<file path="config.mk">
export PLATFORM = sky130hd
export DESIGN_NAME = network_interface
export DESIGN_NICKNAME = d
export VERILOG_FILES = /design/src/rtl/noc_pkg.sv /design/src/rtl/ni_fifo.sv /design/src/rtl/network_interface.sv
export SDC_FILE = /design/constraint.sdc
export NUM_CORES = 1
export LEC_CHECK = 0
export ABC_CLOCK_PERIOD_IN_PS = 6180
export CAP_MARGIN = 10
export CORE_MARGIN = 2
export CORE_UTILIZATION = 25
export DETAILED_ROUTE_END_ITERATION = 12
export PLACE_DENSITY = 0.41
export SLEW_MARGIN = 20
export SYNTH_ARGS = -nofsm -noshare
export SYNTH_HDL_FRONTEND = slang
export SYNTH_SLANG_ARGS = --single-unit
</file>
<file path="constraint.sdc">
create_clock -name clk -period 6.18 [get_ports clk]
set_input_delay 0.618 -clock clk [delete_from_list [all_inputs] [get_ports clk]]
set_output_delay 0.618 -clock clk [all_outputs]
set_load 0.005 [all_outputs]
</file>
<file path="src/rtl/noc_pkg.sv">
// Shared NoC definitions: flit layout, tile address helpers and error flag positions.
package noc_pkg;

    localparam int NOC_ADDR_W    = 8;
    localparam int NOC_FLIT_W    = 32;
    localparam int NOC_PAYLOAD_W = NOC_FLIT_W - NOC_ADDR_W;

    typedef logic [NOC_ADDR_W-1:0] addr_t;

    typedef struct packed {
        addr_t                    dest;
        logic [NOC_PAYLOAD_W-1:0] payload;
    } flit_t;

    localparam int ERR_W          = 3;
    localparam int ERR_CREDIT_OVF = 0;
    localparam int ERR_EJ_OVF     = 1;
    localparam int ERR_MISROUTE   = 2;

    function automatic addr_t make_addr(input logic [3:0] x, input logic [3:0] y);
        return {x, y};
    endfunction

    function automatic logic [3:0] addr_x(input addr_t a);
        return a[7:4];
    endfunction

    function automatic logic [3:0] addr_y(input addr_t a);
        return a[3:0];
    endfunction

endpackage

</file>
<file path="src/rtl/ni_fifo.sv">
// Parameterised synchronous circular FIFO with full/empty status and a drop indication.
module ni_fifo #(
    parameter int WIDTH = 32,
    parameter int DEPTH = 4
) (
    input  logic             clk,
    input  logic             rst,
    input  logic             push_i,
    input  logic [WIDTH-1:0] data_i,
    input  logic             pop_i,
    output logic [WIDTH-1:0] data_o,
    output logic             full_o,
    output logic             empty_o,
    output logic             overflow_o
);

    localparam int IDX_W = $clog2(DEPTH);
    localparam int PTR_W = IDX_W + 1;

    logic [WIDTH-1:0] mem_q [DEPTH];
    logic [PTR_W-1:0] wr_ptr_q, wr_ptr_d;
    logic [PTR_W-1:0] rd_ptr_q, rd_ptr_d;
    logic             do_push;
    logic             do_pop;

    // Pointers carry an extra wrap bit so full and empty are distinguishable.
    assign empty_o    = (wr_ptr_q == rd_ptr_q);
    assign full_o     = (wr_ptr_q[IDX_W] != rd_ptr_q[IDX_W]) &&
                        (wr_ptr_q[IDX_W-1:0] == rd_ptr_q[IDX_W-1:0]);
    assign do_pop     = pop_i && !empty_o;
    assign do_push    = push_i && (!full_o || do_pop);
    assign overflow_o = push_i && !do_push;
    assign data_o     = empty_o ? '0 : mem_q[rd_ptr_q[IDX_W-1:0]];

    // NOTE: every signal assigned here gets a default first, so no path infers a latch.
    always_comb begin
        wr_ptr_d = wr_ptr_q;
        rd_ptr_d = rd_ptr_q;
        if (do_push) wr_ptr_d = wr_ptr_q + PTR_W'(1);
        if (do_pop)  rd_ptr_d = rd_ptr_q + PTR_W'(1);
    end

    // NOTE: non-blocking assignments so every register samples pre-edge values.
    always_ff @(posedge clk or posedge rst) begin
        if (rst) begin
            wr_ptr_q <= '0;
            rd_ptr_q <= '0;
        end else begin
            wr_ptr_q <= wr_ptr_d;
            rd_ptr_q <= rd_ptr_d;
        end
    end

    // NOTE: storage is not reset; the pointers alone decide which entries are valid.
    always_ff @(posedge clk) begin
        if (do_push) mem_q[wr_ptr_q[IDX_W-1:0]] <= data_i;
    end

endmodule

</file>
<file path="src/rtl/network_interface.sv">
// Router-tile network interface: credit-based single-flit injection and buffered ejection.
module network_interface
    import noc_pkg::*;
#(
    parameter int FLIT_W   = NOC_FLIT_W,
    parameter int ADDR_W   = NOC_ADDR_W,
    parameter int CREDITS  = 4,
    parameter int EJ_DEPTH = 4,
    parameter int CNT_W    = 16
) (
    input  logic                 clk,
    input  logic                 rst,
    input  logic [ADDR_W-1:0]    my_addr_i,
    input  logic                 req_valid_i,
    output logic                 req_ready_o,
    input  logic [ADDR_W-1:0]    req_dest_i,
    input  logic [FLIT_W-ADDR_W-1:0] req_data_i,
    output logic [FLIT_W-1:0]    flit_o,
    output logic                 valid_o,
    input  logic                 credit_i,
    input  logic [FLIT_W-1:0]    flit_i,
    input  logic                 valid_i,
    output logic                 credit_o,
    output logic                 resp_valid_o,
    input  logic                 resp_ready_i,
    output logic [FLIT_W-1:0]    resp_data_o,
    output logic [CNT_W-1:0]     tx_count_o,
    output logic [CNT_W-1:0]     rx_count_o,
    output logic [ERR_W-1:0]     err_o
);

    localparam int                CRED_W   = $clog2(CREDITS + 1);
    localparam logic [CRED_W-1:0] CRED_MAX = CRED_W'(CREDITS);

    logic [CRED_W-1:0] credit_cnt_q, credit_cnt_d;
    logic [FLIT_W-1:0] flit_q, flit_d;
    logic              valid_q;
    logic              credit_q;
    logic [CNT_W-1:0]  tx_cnt_q, tx_cnt_d;
    logic [CNT_W-1:0]  rx_cnt_q, rx_cnt_d;
    logic [ERR_W-1:0]  err_q, err_d;

    logic              accept;
    logic              pop;
    logic              ej_full;
    logic              ej_empty;
    logic              ej_overflow;
    logic              misroute;
    logic [FLIT_W-1:0] ej_head;

    assign req_ready_o = (credit_cnt_q != '0);
    assign accept      = req_valid_i && req_ready_o;
    assign pop         = resp_valid_o && resp_ready_i;

    // Misroute is flagged only for flits that are actually stored; drops have their own flag.
    assign misroute = valid_i && (!ej_full || pop) &&
                      (flit_i[FLIT_W-1 -: ADDR_W] != my_addr_i);

    ni_fifo #(
        .WIDTH (FLIT_W),
        .DEPTH (EJ_DEPTH)
    ) u_ej_fifo (
        .clk        (clk),
        .rst        (rst),
        .push_i     (valid_i),
        .data_i     (flit_i),
        .pop_i      (pop),
        .data_o     (ej_head),
        .full_o     (ej_full),
        .empty_o    (ej_empty),
        .overflow_o (ej_overflow)
    );

    always_comb begin
        credit_cnt_d = credit_cnt_q;
        flit_d       = flit_q;
        tx_cnt_d     = tx_cnt_q;
        rx_cnt_d     = rx_cnt_q;
        err_d        = err_q;

        if (accept) begin
            flit_d   = {req_dest_i, req_data_i};
            tx_cnt_d = tx_cnt_q + CNT_W'(1);
        end
        if (pop) rx_cnt_d = rx_cnt_q + CNT_W'(1);

        case ({accept, credit_i})
            2'b10: credit_cnt_d = credit_cnt_q - CRED_W'(1);
            2'b01: begin
                if (credit_cnt_q == CRED_MAX) err_d[ERR_CREDIT_OVF] = 1'b1;
                else                          credit_cnt_d = credit_cnt_q + CRED_W'(1);
            end
            default: ;
        endcase

        if (ej_overflow) err_d[ERR_EJ_OVF]   = 1'b1;
        if (misroute)    err_d[ERR_MISROUTE] = 1'b1;
    end

    always_ff @(posedge clk or posedge rst) begin
        if (rst) begin
            credit_cnt_q <= CRED_MAX;
            flit_q       <= '0;
            valid_q      <= 1'b0;
            credit_q     <= 1'b0;
            tx_cnt_q     <= '0;
            rx_cnt_q     <= '0;
            err_q        <= '0;
        end else begin
            credit_cnt_q <= credit_cnt_d;
            flit_q       <= flit_d;
            valid_q      <= accept;
            credit_q     <= pop;
            tx_cnt_q     <= tx_cnt_d;
            rx_cnt_q     <= rx_cnt_d;
            err_q        <= err_d;
        end
    end

    assign flit_o       = flit_q;
    assign valid_o      = valid_q;
    assign credit_o     = credit_q;
    assign resp_valid_o = !ej_empty;
    assign resp_data_o  = ej_head;
    assign tx_count_o   = tx_cnt_q;
    assign rx_count_o   = rx_cnt_q;
    assign err_o        = err_q;

endmodule
</file>
==> flow_metrics.env <==
export IMPL_status="completed"
export IMPL_antenna_cells=0
export IMPL_wl_per_cell_um=17.13
export IMPL_cts_made_buffers=24
export IMPL_timing_rr_start="u_ej_fifo.rd_ptr_q[1]$_DFFE_PP0P_"
export IMPL_clock_sinks=206
export IMPL_core_rowCount=66
export IMPL_cts_buffer_depth=3
export IMPL_start_util=0.2556
export IMPL_intPower_mw=3.764
export IMPL_p_leak_nw=4.252
export IMPL_critical_path_max_fanout=37
export IMPL_grt_busiest_layer="met2"
export IMPL_p_comb_frac=0.360
export IMPL_dr_total_vias=4961
export IMPL_syn_inst=543
export IMPL_cts_tree="yes"
export IMPL_required_ns=5.56
export IMPL_cp_end_kind="output port"
export IMPL_die_height_um=186.9
export IMPL_pwr_share_seq=0.389
export IMPL_power_density_nw_per_um2=470.8
export IMPL_grt_util_met3=0.02176
export IMPL_clkTransAtPathRegs_ns=0.06
export IMPL_cp_arrival_ns=3.13
export IMPL_final_min_clock_period_ns=3.743
export IMPL_overflow=0
export IMPL_grt_setup_unrepaired="no"
export IMPL_holdWs_ns=0.4022
export IMPL_grt_start_max_net_pins=60
export IMPL_grt_first_pass_wirelength_um=31500
export IMPL_min_period_over_period=0.6057
export IMPL_fmax_mhz=267.2
export IMPL_root_buffer="clkbuf_16"
export IMPL_drt_total_wl_um=20360
export IMPL_power_share_switching=0.2977
export IMPL_use_met2=0.2002
export IMPL_hp_class="input pin to async pin"
export IMPL_htree_levels=1
export IMPL_finalSetupViolCount=0
export IMPL_path_class="flip-flop to output port"
export IMPL_antenna_found_initial=0
export IMPL_clk_latency_ns=0.51
export IMPL_cts_hold_buf=0
export IMPL_worst_pin_slew_ns=1.043
export IMPL_fp_dieArea_sq_um=34920
export IMPL_drc=0
export IMPL_p_clk_frac=0.251
export IMPL_ant_nets=0
export IMPL_cts_resized=0
export IMPL_r2r_slack_ns=3.38
export IMPL_io_buffers=180
export IMPL_slew_headroom=0.3049
export IMPL_ys_ff_latch=206
export IMPL_fin_nets=817
export IMPL_finalClockSkew_ns=0.01272
export IMPL_cts_setup_buffers=0
export IMPL_first_pass_iters=4
export IMPL_core_sq_um=32700
export IMPL_yosys_warnings=0
export IMPL_vdd_drop_max_mv=0.2182
export IMPL_die_w_um=186.9
export IMPL_viasPerCell=4.172
export IMPL_synth_seq_area_share=0.6935
export IMPL_drt_iter0_drc=216
export IMPL_crit_path_end="resp_data_o[6]"
export IMPL_grt_pass1_vias=5208
export IMPL_dp_hpwl_um=13230
export IMPL_syn_area_per_cell_sq_um=15.39
export IMPL_crit_path_start_kind="flip-flop"
export IMPL_grt_use_met1=0.1485
export IMPL_hold_viol_final=0
export IMPL_place_gp_congestion=0.7817
export IMPL_synth_cell_types=47
export IMPL_timing_rr_end="u_ej_fifo.mem_q[1][21]$_DFFE_PP_"
export IMPL_grt_util_all_layers=0.1158
export IMPL_critPathLaunch="u_ej_fifo.rd_ptr_q[1]$_DFFE_PP0P_"
export IMPL_r2r_cells=3
export IMPL_max_cap_viol_count=0
export IMPL_ios=181
export IMPL_slew_viol_final=0
export IMPL_area_growth_pct=36.19
export IMPL_syn_area_sq_um=8359
export IMPL_drive_gt1_frac=0.1151
export IMPL_finalSetupTns_ns=0
export IMPL_p_switching_mw=1.596
export IMPL_syn_num_nets=629
## cell usage after synthesis, drive strengths merged
cell    instances  area share
a311oi          1      0.0010
nand2b          2      0.0015
inv            10      0.0048
a41o            1      0.0012
o31ai           2      0.0034
nor2           14      0.0063
a32oi           1      0.0010
nand4          12       0.011
dfrtp          77        0.23
o41a            1      0.0025
a31o            1      0.0010
o22a            1      0.0010
and4            2      0.0021
clkbuf          6      0.0027
fa              1      0.0024
nor3            8      0.0054
or3             1      0.0013
a21oi           1     0.00060
edfxtp        128        0.46
mux2            2      0.0036
nand3          10      0.0060
and2           37       0.028
xnor2          29       0.030
nor4            1      0.0015
buf            14      0.0090
ha              7       0.010
mux4           32       0.087
a22oi           1     0.00090
xor2           19       0.024
nor2b           1     0.00075
dfstp           1      0.0031
and3b           1      0.0010
nand2         111       0.050
and3            2      0.0015
o21ai           5      0.0030
## area by class of cell
type | instances | area [sq um]
multi-input combinational | 307 | 2429
tap | 442 | 553.0
sequential | 206 | 5799
fill | 3229 | 21320
timing repair buffer | 182 | 1817
clock buffer | 30 | 644.4
clock inverter | 12 | 101.3
inverter | 10 | 41.29
## cells in the final DEF (no fill, tap or decap), types with 3 or more instances in the layout
cell / Yosys / routed
and2_2: 0 / 3
and2_1: 36 / 33
nand3_1: 10 / 10
inv_1: 7 / 6
clkinv_1: 0 / 7
o21ai_0: 5 / 5
clkbuf_16: 0 / 25
clkinv_2: 0 / 4
edfxtp_1: 128 / 128
xnor2_1: 29 / 29
mux4_2: 31 / 31
xor2_1: 17 / 17
nor2_1: 14 / 14
nand4_1: 11 / 11
clkbuf_1: 6 / 5
nand2_1: 110 / 110
clkdlybuf4s50_1: 0 / 180
dfrtp_1: 77 / 75
ha_1: 7 / 7
nor3_1: 7 / 7
## flip-flops by register name (all words and copies together), names as in the netlist
register            flops
u_ej_fifo.mem_q       128
credit_o                1
err_o                   3
flit_o                 32
rx_count_o             16
u_ej_fifo.rd_ptr_q      3
tx_count_o             16
valid_o                 1
credit_cnt_q            3
u_ej_fifo.wr_ptr_q      3
## how the worst min path moves through the flow
stage | to | slack [ns]
floorplan | err_o[2]$_DFFE_PP0P_ | 0.46
global placement | tx_count_o[15]$_DFFE_PP0P_ | 0.46
detailed placement | flit_o[23]$_DFFE_PP0P_ | 0.47
CTS | err_o[2]$_DFFE_PP0P_ | 0.40
global route | err_o[2]$_DFFE_PP0P_ | 0.44
finish | err_o[2]$_DFFE_PP0P_ | 0.40
## per-layer routing
| layer | up-vias | wire, um |
|---|---|---|
| met2 | 107 | 10220 |
| met3 | 28 | 812 |
| met4 | 0 | 490 |
| li1 | 2319 | - |
| met1 | 2507 | 8841 |
| met5 | - | 0 |
## kinds of logic (layout without fill, tap and decap cells)
logic type | after synthesis | after routing | share of synthesized area
DFF | 206 | 206 | 0.6935
and+or+nand+nor | 202 | 202 | 0.1163
xor gates and xnor gates | 48 | 48 | 0.05478
muxes | 34 | 34 | 0.09026
buffers and inverters | 30 | 234 | 0.01647
AOI/OAI and AO/OA | 15 | 15 | 0.01587
adders and majority gates | 8 | 8 | 0.01287
## worst max-delay path: stages (launching register included)
cell and delay (ns):
dfrtp_2 1.05, xor2_4 0.27, nor3_2 0.11, inv_2 0.44, and2_1 0.22, clkdlybuf4s50_1 0.50
## power by group through the flow
stage,sequential [mW],clock (mW),combinational [mW]
final,2.08,1.35,1.93
after global routing,2.13,1.46,2.12
after CTS,2.10,1.40,2.01
after detailed placement,2.12,0,2.00
after global placement,2.10,0,1.99
after floorplan,2.02,0,1.01
## stage by stage
stage	worst slack (ns)	util	area [sq um]	cells	power [mW]
final	2.437	0.3481	11380	1189	5.360
after floorplan	3.569	-	8359	543	3.030
after CTS	2.260	0.3481	11380	1189	5.500
after global routing	2.142	0.3481	11380	1189	5.711
after global placement	2.856	0.3253	10640	1147	4.091
after detailed placement	2.801	0.3253	10640	1147	4.115
Note: power is estimated with default switching activity, not from simulation.
